$ cat src/rtl/inv_transmission_divider.sv
// Reciprocal of a Q0.8 transmission sample, delivered as Q2.14.
// The division is a serial restoring divider that produces one quotient bit
// per cycle, MSB first. A 24-bit sideband tag travels with each sample.
module inv_transmission_divider #(
  parameter int unsigned T_MIN = 65
) (
  input  logic        clk,
  input  logic        rst,
  input  logic        in_valid,
  output logic        in_ready,
  input  logic [7:0]  trans,
  input  logic [23:0] tag_in,
  output logic        out_valid,
  input  logic        out_ready,
  output logic [15:0] inv_trans,
  output logic [23:0] tag_out,
  output logic        sat
);

  localparam logic [7:0] TMIN8 = 8'(T_MIN);

  typedef enum logic [1:0] {IDLE, DIV, DONE} state_t;

  state_t      state, state_nx;
  logic [7:0]  d;       // clamped divisor, never zero
  logic [22:0] work;    // dividend bits shift out the top, quotient bits shift in at the bottom
  logic [7:0]  rem;     // partial remainder, always < d
  logic [4:0]  cnt;     // remaining divide steps minus one
  logic [23:0] tag_q;

  logic [7:0]  dsel;
  logic [22:0] dividend;
  logic [8:0]  rem_sh, rem_sub;
  logic        ge;
  logic [7:0]  rem_nx;
  logic [22:0] q_fin;

  // Divisor clamp and the rounding bias (d/2) folded into the dividend.
  assign dsel     = (trans < TMIN8) ? TMIN8 : trans;
  assign dividend = {1'b1, 22'd0} + {15'd0, dsel[7:1]};

  // One restoring step: shift in the next dividend bit, then subtract if it fits.
  always_comb begin
    rem_sh  = {rem, work[22]};
    rem_sub = rem_sh - {1'b0, d};
    ge      = (rem_sh >= {1'b0, d});
    rem_nx  = ge ? rem_sub[7:0] : rem_sh[7:0];
    q_fin   = {work[21:0], ge};
  end

  assign in_ready  = (state == IDLE) && !rst;
  assign out_valid = (state == DONE);

  // State register.
  always_ff @(posedge clk or posedge rst) begin
    if (rst) state <= IDLE;
    else     state <= state_nx;
  end

  // Next-state logic: accept, divide until the counter expires, hold until consumed.
  always_comb begin
    state_nx = state;
    case (state)
      IDLE:    if (in_valid)   state_nx = DIV;
      DIV:     if (cnt == '0)  state_nx = DONE;
      DONE:    if (out_ready)  state_nx = IDLE;
      default:                 state_nx = IDLE;
    endcase
  end

  // Datapath: capture on accept, iterate in DIV, and register results on the final step.
  always_ff @(posedge clk or posedge rst) begin
    if (rst) begin
      d         <= '0;
      work      <= '0;
      rem       <= '0;
      cnt       <= '0;
      tag_q     <= '0;
      inv_trans <= '0;
      tag_out   <= '0;
      sat       <= 1'b0;
    end else begin
      case (state)
        IDLE: if (in_valid) begin
          d     <= dsel;
          work  <= dividend;
          rem   <= '0;
          cnt   <= 5'd22;
          tag_q <= tag_in;
        end
        DIV: begin
          work <= q_fin;
          rem  <= rem_nx;
          cnt  <= cnt - 5'd1;
          if (cnt == '0) begin
            sat       <= |q_fin[22:16];
            inv_trans <= (|q_fin[22:16]) ? 16'hFFFF : q_fin[15:0];
            tag_out   <= tag_q;
          end
        end
        default: ;
      endcase
    end
  end

endmodule

$ cat config.mk
export PLATFORM = sky130hd
export DESIGN_NAME = inv_transmission_divider
export DESIGN_NICKNAME = d
export VERILOG_FILES = /design/src/rtl/inv_transmission_divider.sv
export SDC_FILE = /design/constraint.sdc
export NUM_CORES = 1
export LEC_CHECK = 0
export BUFFER_PORTS_ARGS = -buffer_cell sky130_fd_sc_hd__buf_2
export CORE_MARGIN = 3
export CORE_UTILIZATION = 53
export CTS_BUF_LIST = sky130_fd_sc_hd__clkbuf_8
export CTS_CLUSTER_DIAMETER = 50
export CTS_CLUSTER_SIZE = 30
export DETAILED_ROUTE_END_ITERATION = 7
export GPL_TIMING_DRIVEN = 0
export PLACE_DENSITY_LB_ADDON = 0.12
export SYNTH_ARGS = -nofsm -noshare
export SYNTH_HDL_FRONTEND = slang
export SYNTH_SLANG_ARGS = --single-unit
export TNS_END_PERCENT = 10
$ cat constraint.sdc
create_clock -name clk -period 3.1 [get_ports clk]
set_input_delay 0.155 -clock clk [delete_from_list [all_inputs] [get_ports clk]]
set_output_delay 0.155 -clock clk [all_outputs]
set_load 0.01 [all_outputs]
## Word level (Yosys, flattened, before mapping)

Index checks and enable logic that the tools add are counted.

- Flip-flop bits (word level): 111
- Output and inout bits: 43

- Add/subtract/negate cells: 3
- $lt $le $gt $ge: 2
- Equal/unequal tests: 5
- Mux-type cells: 13
- Reduce and logical (&&, ||, !) cells: 10

Operators with widths:

| cell | count |
|---|---|
| $pmux 23 s2 | 1 |
| $mux 8 | 3 |
| $add 23x7->23 const A | 1 |
| $mux 23 | 1 |
| $mux 16 | 1 |
| $pmux 8 s2 | 1 |
| $pmux 5 s2 | 1 |
| $ge 9x8->1 | 1 |
| $lt 8x7->1 const B | 1 |
| $sub 8x8->8 | 1 |
| $reduce_or 7->1 | 1 |
| $mux 2 | 3 |
| $pmux 2 s3 | 1 |
| $reduce_and 2->1 | 3 |
| $logic_not 5->1 | 1 |
| $mux 5 | 1 |
| $sub 5x1->5 const B | 1 |
| $ne 2x2->1 const B | 2 |
| $reduce_and 3->1 | 1 |
| $eq 2x1->1 const B | 1 |
| $eq 2x2->1 const B | 1 |
| $logic_not 2->1 | 1 |
| $ne 2x1->1 const B | 1 |
| $reduce_bool 2->1 | 1 |
| 2 further kinds | 2 |

## Logic depth before layout (Yosys ltp)

Gate-level depths: netlist (run 1).

- Word-level depth: 5
- Mapped depth: 8

## Worst setup path before layout (run 1)

No wires, ideal clock.

- Kind: flip-flop to flip-flop
- Start point: register rem[3]
- End point: register rem[2]
- Setup time: 134 ps
- Arrival: 1671 ps
- Required time: 2966 ps
- Slack: 1295 ps
- Stages on the path, launching flop included: 8
- Path buffers: 1
- Period minus slack after synthesis: 1805 ps
- Cells stage by stage: dfrtp_1 -> ha_1 -> a21oi_1 -> o221ai_1 -> a21oi_2 -> buf_4 -> mux2i_1 -> o21ai_0

- Cells in the longest elaborated chain, start to end: 3

RTL lines:

| what | line | source |
|---|---|---|
| from (decl) | 27 | `logic [7:0] rem;` |
| from (signal assigned) | 93 | `rem <= rem_nx;` |
| $ge 9x8->1 | 46 | `ge = (rem_sh >= {1'b0, d});` |
| $mux 8 | 47 | `rem_nx = ge ? rem_sub[7:0] : rem_sh[7:0];` |
| $pmux 8 s2 | 83 | `case (state)` |

No other way between the ends.
A chain may end at the register's enable or synchronous reset.

## Worst setup path after layout (run 1)

- Start point: register rem[3]
- End point: register rem[3]

Same word-level chain as after synthesis.

==> results.yml, run 1 <==
grt:
  overflow: 0
  antenna_found_initial: 0
  grt_first_pass_wirelength_um: 18510
  grtUsageMet1_pct: 30.71
  grt_start_max_net_pins: 65
  grt_use_met3_pct: 4.775
  first_global_vias: 3922
  grt_use_met2_pct: 37.78
  grt_usage_pct: 23.05
  grt-busiest-layer: "met2"
sta:
  min_period_ns: 2.103
  hold_violations: 0
  finClkSkew_ns: 0.009756
  finalMaxSlewViolations: 0
  fmax_mhz: 475.4
  period_share_pct: 67.85
  tightestPinTransition_ns: 0.8004
  rsz0062_at_grt: "false"
  finalSetupViolations: 0
  relSlewSlack_pct: 46.64
power_and_ir_drop:
  comb_power_share_pct: 44.0
  p_per_area_nw_per_um2: 1045
  switching_share_pct: 40.34
  p_int_mw: 3.622
  p_seq_share_pct: 41.1
  power_mw: 6.071
  p_leak_nw: 2.975
  p_clk_share_pct: 14.9
  ir_drop_mv: 0.5417
  switchingPower_mw: 2.449
placed_design:
  io_buffers: 78
  place.gp.congestion: 0.8912
  hpwl_um: 7530
clock_network:
  root_buffer: "clkbuf_8"
  insertion_delay_ns: 0.37
  numCtsBuffers: 9
  clock_path_buffers: 2
  cts.sinks: 111
  cts_max_level: 3
  postCtsHoldBufs: 26
  postCtsSetupRepairBufs: 0
  ctsResizeCount: 0
  cts_tree: "yes"
  clk_pin_slew_worst_paths_ns: 0.10
critical_path:
  r2r-start: "rem[3]"
  r2r_slack_ns: 1.0
  startpoint_type: "flip-flop"
  critPathMaxFanout: 10
  crit_required_ns: 3.35
  path_class: "flip-flop to flip-flop"
  r2r.worst_path.cells: 7
  timing.rr.end: "rem[3]"
  worst-endpoint-arrival_ns: 2.35
  endpoint_kind: "flip-flop"
min_path:
  hp-start: "trans[0]"
  hold_depth: 3
  min_to: "d[0]"
  hold_path_class: "primary input to flip-flop"
floorplanning:
  chipWidth_um: 101.1
  core_area_um2: 8763
  num_rows: 34
  start_util_pct: 54.67
  die-area_um2: 10220
  die_h_um: 101.1
  io_pins: 79
logic_synthesis:
  synth-edff-count: 0
  synthMuxAreaShare_pct: 0.8357
  ys_warn_count: 0
  synth_cells: 512
  synth_area_um2: 4791
  synth_seq_cells: 111
  synthAdderAreaFrac_pct: 3.030
  syn_avg_cell_area_um2: 9.357
  ys_seq_area_share_pct: 57.98
  syn_nets: 559
  synth_ff_type: "dfrtp_1"
  ys_types: 43
  synth-simple-area-share_pct: 22.43
  synth_top_family_by_area: "simple AND/OR/NAND/NOR gates"
  synthArstFlopShare_pct: 100.0
  synth_compound_area_share_pct: 11.05
  synthXorXnorAreaFrac_pct: 0.7313
routing:
  num_vias: 3938
  drtIter0Drc: 140
  drt-total-wl_um: 11080
  drc: 0
  first_pass_iters: 4
  routedWlPerCell_um: 14.97
  ant_nets: 0
  vias_per_cell: 5.322
final_layout:
  final_core_util_pct: 66.31
  layout_common_cells: "nand2_1, dfrtp_1, buf_2"
  antenna-diode-count: 0
  nets: 675
  layout_commonest_cell: "nand2_1"
  area_growth_pct: 21.28
  layout-drive-gt1-share_pct: 17.56
flow_run:
  maxCapViolCount: 0
status:
  status: "finished, final reports clean"
-- layout make-up --
cell class	count	area (um2)
Fill cell	702	2953
Sequential cell	111	2778
Multi-Input combinational cell	356	1824
Timing Repair Buffer	105	678.2
Clock buffer	10	137.6
Tap cell	108	135.1
Buffer	26	117.6
Inverter	19	73.82
Clock inverter	5	66.31
-- routing by layer --
| layer | vias to the layer above | share of wire, % |
|---|---|---|
| met5 | - | 0 |
| met4 | 0 | 1.8 |
| met3 | 17 | 3.9 |
| met1 | 1919 | 45 |
| met2 | 87 | 50 |
| li1 | 1915 | - |
-- sequential cells by signal, summed over array words and instances, names as in the netlist --
name / count
rem: 8
sat: 1
tag_out: 24
d: 8
inv_trans: 16
work: 23
state: 2
tag_q: 24
cnt: 5
-- synth_stat cells, drive strengths merged, types with 2 or more instances --
library cell / n / area share (%)
ha: 10 / 2.6
a21oi: 13 / 1.4
a31oi: 2 / 0.26
nand2b: 4 / 0.52
nor4: 2 / 0.26
nor2b: 5 / 0.65
nand3: 26 / 3.0
nor3: 4 / 0.42
buf: 12 / 1.4
mux2i: 4 / 0.84
a21o: 2 / 0.31
o22a: 15 / 2.7
dfrtp: 111 / 58
a311oi: 2 / 0.37
o21ai: 35 / 3.7
or3: 2 / 0.26
clkbuf: 14 / 1.1
a221o: 2 / 0.42
and2: 2 / 0.26
o211ai: 2 / 0.31
inv: 19 / 1.5
xor2: 2 / 0.37
xnor2: 2 / 0.37
nand2: 190 / 15
nor2: 18 / 1.5
-- kinds of logic (layout without fill, tap and decap cells) --
kind of cell	after synthesis	in the layout
compound gates	81	81
xor+xnor	4	4
mux	4	4
simple gates	256	256
buf+inv	45	165
fa+ha+maj	11	11
flops	111	111
-- worst max path at each step --
stage	from	endpoint	slack, ns	cells past startpoint
global placement	rst	inv_trans[8]	-1.25	2
floorplan	rst	cnt[0]	0.01	1
CTS	rem[3]	rem[2]	1.02	7
detailed placement	rem[3]	rem[2]	1.03	7
finish	rem[3]	rem[3]	1.0	7
global route	rem[3]	rem[2]	0.81	7
-- power by group through the flow --
| stage | Clock, mW | Combinational [mW] | Sequential (mW) |
|---|---|---|---|
| final | 0.905 | 2.67 | 2.49 |
| after global routing | 0.976 | 3.01 | 2.58 |
| after CTS | 0.928 | 2.68 | 2.49 |
| after detailed placement | 0 | 2.64 | 2.52 |
| after global placement | 0 | 2.53 | 2.50 |
| after floorplan | 0 | 1.82 | 2.54 |
-- stage by stage --
step	setup TNS (ns)	cells	setup slack, ns	hold slack [ns]	cell area (um2)
6_report	0	740	0.9966	0.01458	5811
5_1_grt	0	740	0.8107	0.01115	5811
4_1_cts	0	740	1.018	0.004751	5811
3_5_place_dp	0	699	1.025	0.3481	5346
3_3_place_gp	-137.54	698	-1.246	0.3438	5316
2_1_floorplan	0	512	0.01435	0.2604	4791
-- worst max-delay path, stage by stage, from the launching register on --
cell	delay (ns)
dfrtp_1	0.41
ha_1	0.35
a21oi_1	0.28
o221ai_1	0.18
a21oi_2	0.20
buf_4	0.24
mux2i_1	0.21
o21ai_0	0.09
Power figures use the tool's default switching activity.
==> run 2, diff against run 1 <==
Clock period 3.1 ns to 1.8 ns, I/O delays scaled along.
==> results.yml, run 2 (synthesized netlist as in run 1, its figures left out) <==
status:
  status: "finished, violations left"
  violations: "negative setup slack"
final_layout:
  layout-drive-gt1-share_pct: 23.20
  reg.largest.list: "tag_out (24), tag_q (24), work (23)"
  layout_common_cells: "nand2_1, dfrtp_1, buf_2"
  area_growth_pct: 28.65
  nets: 693
  layout_commonest_cell: "nand2_1"
  antenna-diode-count: 0
floorplanning:
  num_rows: 34
  io_pins: 79
  die_h_um: 101.1
  chipWidth_um: 101.1
  core_area_um2: 8763
  die-area_um2: 10220
  start_util_pct: 54.67
critical_path:
  crit_buf_inv: 1
  endpoint_kind: "flip-flop"
  critPathMaxFanout: 7
  crit_required_ns: 2.06
  cp_top_family: "compound AO/OA/AOI/OAI gates"
  startpoint_type: "flip-flop"
  worst-endpoint-arrival_ns: 2.11
  crit_path_top_delay_cell: "dfrtp_1"
  path_class: "flip-flop to flip-flop"
  critPathMaxStageDelay_ns: 0.45
  cp_cell_sequence: "ha_4, a21oi_4, buf_4, nor2_1, a221oi_2, o21ai_1, o31a_1"
sta:
  hold_violations: 0
  finalSetupViolations: 3
  finClkSkew_ns: 0.01394
  tightestPinTransition_ns: 0.6577
  fmax_mhz: 539.7
  timing.hold.ws_ns: 0.03279
  period_share_pct: 102.9
  finalMaxSlewViolations: 0
  setup_slack_ns: -0.05275
  rsz0062_at_grt: "true"
  min_period_ns: 1.853
  relSlewSlack_pct: 56.06
routing:
  drc: 0
  num_vias: 4079
  vias_per_cell: 5.374
  ant_nets: 0
  drt-total-wl_um: 11690
  routedWlPerCell_um: 15.40
  drtIter0Drc: 204
  first_pass_iters: 4
placed_design:
  place.gp.congestion: 0.8724
  pre_cts_ws_ns: -0.2702
  io_buffers: 78
  hpwl_um: 7403
power_and_ir_drop:
  ir_drop_mv: 1.150
  p_leak_nw: 3.108
  power_mw: 11.56
  p_per_area_nw_per_um2: 1876
grt:
  grt_usage_pct: 23.39
  grt_first_pass_wirelength_um: 18890
  antenna_found_initial: 0
  overflow: 0
  first_global_vias: 3948
  grt_start_max_net_pins: 43
clock_network:
  root_buffer: "clkbuf_8"
  numCtsBuffers: 9
  cts_max_level: 3
  cts_tree: "yes"
  insertion_delay_ns: 0.37
  cts.sinks: 111
  clock_path_buffers: 2
  clk_pin_slew_worst_paths_ns: 0.10
min_path:
  hold_path_class: "primary input to flip-flop"
flow_run:
  maxCapViolCount: 0
run 2: metal layers:
layer	global-route usage, %	up-vias	share of wire (%)	routed length (um)
li1	-	1953	-	-
met4	9.305	0	2.7	313
met2	39.08	125	50	5836
met5	0	-	0	0
met1	30.90	1977	43	5008
met3	3.114	24	4.5	529
run 2: worst paths after layout:
path                           start  slack [ns]  cells past startpoint          end
min reg2reg                tag_q[23]        0.47                      2  tag_out[23]
min                         trans[1]        0.03                      3      work[0]
min in group asynchronous        rst        0.40                      3   tag_out[7]
max reg2reg                   rem[5]       -0.05                      7       rem[7]
max in group asynchronous        rst        0.50                      5      work[3]
max                           rem[5]       -0.05                      7       rem[7]
run 2: what timing repair did:
action | CTS | global route
endpoints found under the setup margin | 35 | 56
gates cloned | 1 | 0
hold buffers | 31 | 0
buffers inserted | 5 | 6
hold endpoints to repair | 60 | 0
gates resized for setup | 22 | 29
pin swaps | 3 | 8
run 2: final cells by class:
class / count / area, um2
plain buffers: 26 / 133.9
clock buffers: 9 / 123.9
clock inverters: 7 / 75.07
fillers: 683 / 2600
inverters: 19 / 75.07
multi-input cells: 356 / 2012
flip-flops and latches: 111 / 2778
well taps: 108 / 135.1
repair buffers: 123 / 830.8
run 2: power by group:
group / switching [mW] / internal, mW
Sequential: 0.745 / 3.61
Combinational: 3.06 / 2.63
Clock: 0.863 / 0.653
Total: 4.67 / 6.90
run 2: worst min-delay path, stage by stage:
cell	delay, ns
buf_2	0.09
nand2_1	0.09
nand3_1	0.09
run 2: per-stage QoR:
stage / cells / instance area [um2] / setup TNS [ns] / util [%]
floorplan: 512 / 4795 / -0.01621 / -
global placement: 698 / 5320 / -42.03 / 60.71
detailed placement: 700 / 5360 / -2.857 / 61.17
CTS: 753 / 6012 / -0.008259 / 68.60
global route: 759 / 6163 / -2.052 / 70.33
finish: 759 / 6163 / -0.06641 / 70.33
==> run 3, diff against run 2 <==
Settings changed: PLACE_DENSITY set to 0.79, PLACE_DENSITY_LB_ADDON 0.12 to unset.
==> results.yml, run 3 (synthesized netlist as in run 1, its figures left out) <==
grt:
  overflow: 0
  first_global_vias: 3895
  grt_start_max_net_pins: 45
  antenna_found_initial: 0
  grt_first_pass_wirelength_um: 18940
  grt_usage_pct: 23.54
clock_network:
  root_buffer: "clkbuf_8"
  clock_path_buffers: 2
  cts.sinks: 111
  insertion_delay_ns: 0.38
  cts_tree: "yes"
  clk_pin_slew_worst_paths_ns: 0.12
  cts_max_level: 3
  numCtsBuffers: 9
critical_path:
  path_class: "flip-flop to flip-flop"
  endpoint_kind: "flip-flop"
  crit_required_ns: 2.04
  critPathMaxFanout: 7
  startpoint_type: "flip-flop"
  worst-endpoint-arrival_ns: 2.12
routing:
  first_pass_iters: 5
  met1_length_um: 5086
  drtIter0Drc: 330
  drc: 0
  met3_length_um: 679
  num_vias: 4227
  ant_nets: 0
  highest_layer: "met4"
  routedWlPerCell_um: 16.14
  wl_met2_um: 6108
  vias_per_cell: 5.555
  drt-total-wl_um: 12280
flow_run:
  maxCapViolCount: 0
sta:
  relSlewSlack_pct: 45.68
  fmax_mhz: 531.1
  tightestPinTransition_ns: 0.8131
  finClkSkew_ns: 0.01711
  min_period_ns: 1.883
  finalMaxSlewViolations: 0
  finalSetupViolations: 13
  period_share_pct: 104.6
  rsz0062_at_grt: "true"
  hold_violations: 0
  setup_slack_ns: -0.08286
floorplanning:
  core_area_um2: 8763
  io_pins: 79
  die-area_um2: 10220
  chipWidth_um: 101.1
  die_h_um: 101.1
  start_util_pct: 54.67
  num_rows: 34
final_layout:
  antenna-diode-count: 0
  fillers: 608
  layout-drive-gt1-share_pct: 23.58
  layout_common_cells: "nand2_1, dfrtp_1, buf_2"
  reg.largest.list: "tag_out (24), tag_q (24), work (23)"
  nets: 695
  final_core_util_pct: 70.80
  layout_commonest_cell: "nand2_1"
  area_growth_pct: 29.51
status:
  status: "finished, violations left"
  violations: "negative setup slack"
power_and_ir_drop:
  p_per_area_nw_per_um2: 1920
  p_leak_nw: 3.121
  power_mw: 11.91
  ir_drop_mv: 0.7910
placed_design:
  place.gp.congestion: 0.8521
  hpwl_um: 7587
  pre_cts_ws_ns: -0.2718
  io_buffers: 78
min_path:
  hold_path_class: "primary input to flip-flop"
[run 3: cell count changes in the layout (fill, tap and decap cells not counted), moves of 2 or more]
| cell | change |
|---|---|
| inv_6 | +3 |
| a21oi_2 | -2 |
| buf_2 | +2 |
| clkbuf_2 | -2 |
| clkinv_4 | -2 |
| inv_1 | -2 |
| o21ai_1 | -2 |
[run 3: area by class of cell]
type | count | area, um2 | share of cell area [%]
well taps | 108 | 135.1 | 2.178
inverters | 19 | 75.07 | 1.210
clock inverters | 7 | 86.33 | 1.391
flip-flops and latches | 111 | 2778 | 44.77
clock buffers | 9 | 123.9 | 1.996
repair buffers | 125 | 843.3 | 13.59
plain buffers | 26 | 132.6 | 2.138
multi-input cells | 356 | 2031 | 32.73
[run 3: timing repair]
item | 4_1_cts | 5_1_grt
buffers inserted | 4 | 9
gates cloned | 1 | 0
endpoints found under the setup margin | 35 | 51
pin swaps | 4 | 6
resized for setup | 28 | 23
endpoints found under the hold margin | 66 | 0
hold buffers | 31 | 0
[run 3: path summary, 6_finish.rpt]
path	from	endpoint	slack (ns)	depth (start not counted)
setup / recovery	rem[5]	rem[4]	-0.08	7
hold / removal	trans[1]	work[0]	0.03	3
setup reg to reg	rem[5]	rem[4]	-0.08	7
hold reg to reg	tag_q[23]	tag_out[23]	0.47	2
max in group asynchronous	rst	work[11]	0.71	4
min in group asynchronous	rst	tag_out[4]	0.41	3
[run 3: routing by layer]
metal	GRT usage, %	up-vias
met3	2.768	39
met1	31.67	2050
met4	10.02	0
met5	0	-
met2	38.68	176
li1	-	1962
[run 3: report_power, final]
group	switching, mW	internal, mW
Combinational	3.24	2.69
Clock	0.907	0.671
Sequential	0.791	3.61
Total	4.94	6.97
[run 3: worst max-delay path: stages (launching register included)]
cell and delay [ns]:
dfrtp_1 0.44, ha_4 0.31, a21oi_4 0.20, o221ai_4 0.14, a21oi_4 0.21, buf_6 0.17, mux2i_1 0.19, o21ai_1 0.08
[run 3: metrics by stage]
step / hold slack (ns) / TNS [ns] / cell area, um2 / instances
finish: 0.02840 / -0.3828 / 6205 / 761
global route: 0.04852 / -3.283 / 6205 / 761
CTS: 0.02258 / -0.06556 / 6056 / 752
detailed placement: 0.2792 / -2.782 / 5360 / 700
global placement: 0.2804 / -33.77 / 5320 / 698
floorplan: 0.1954 / -0.01621 / 4795 / 512
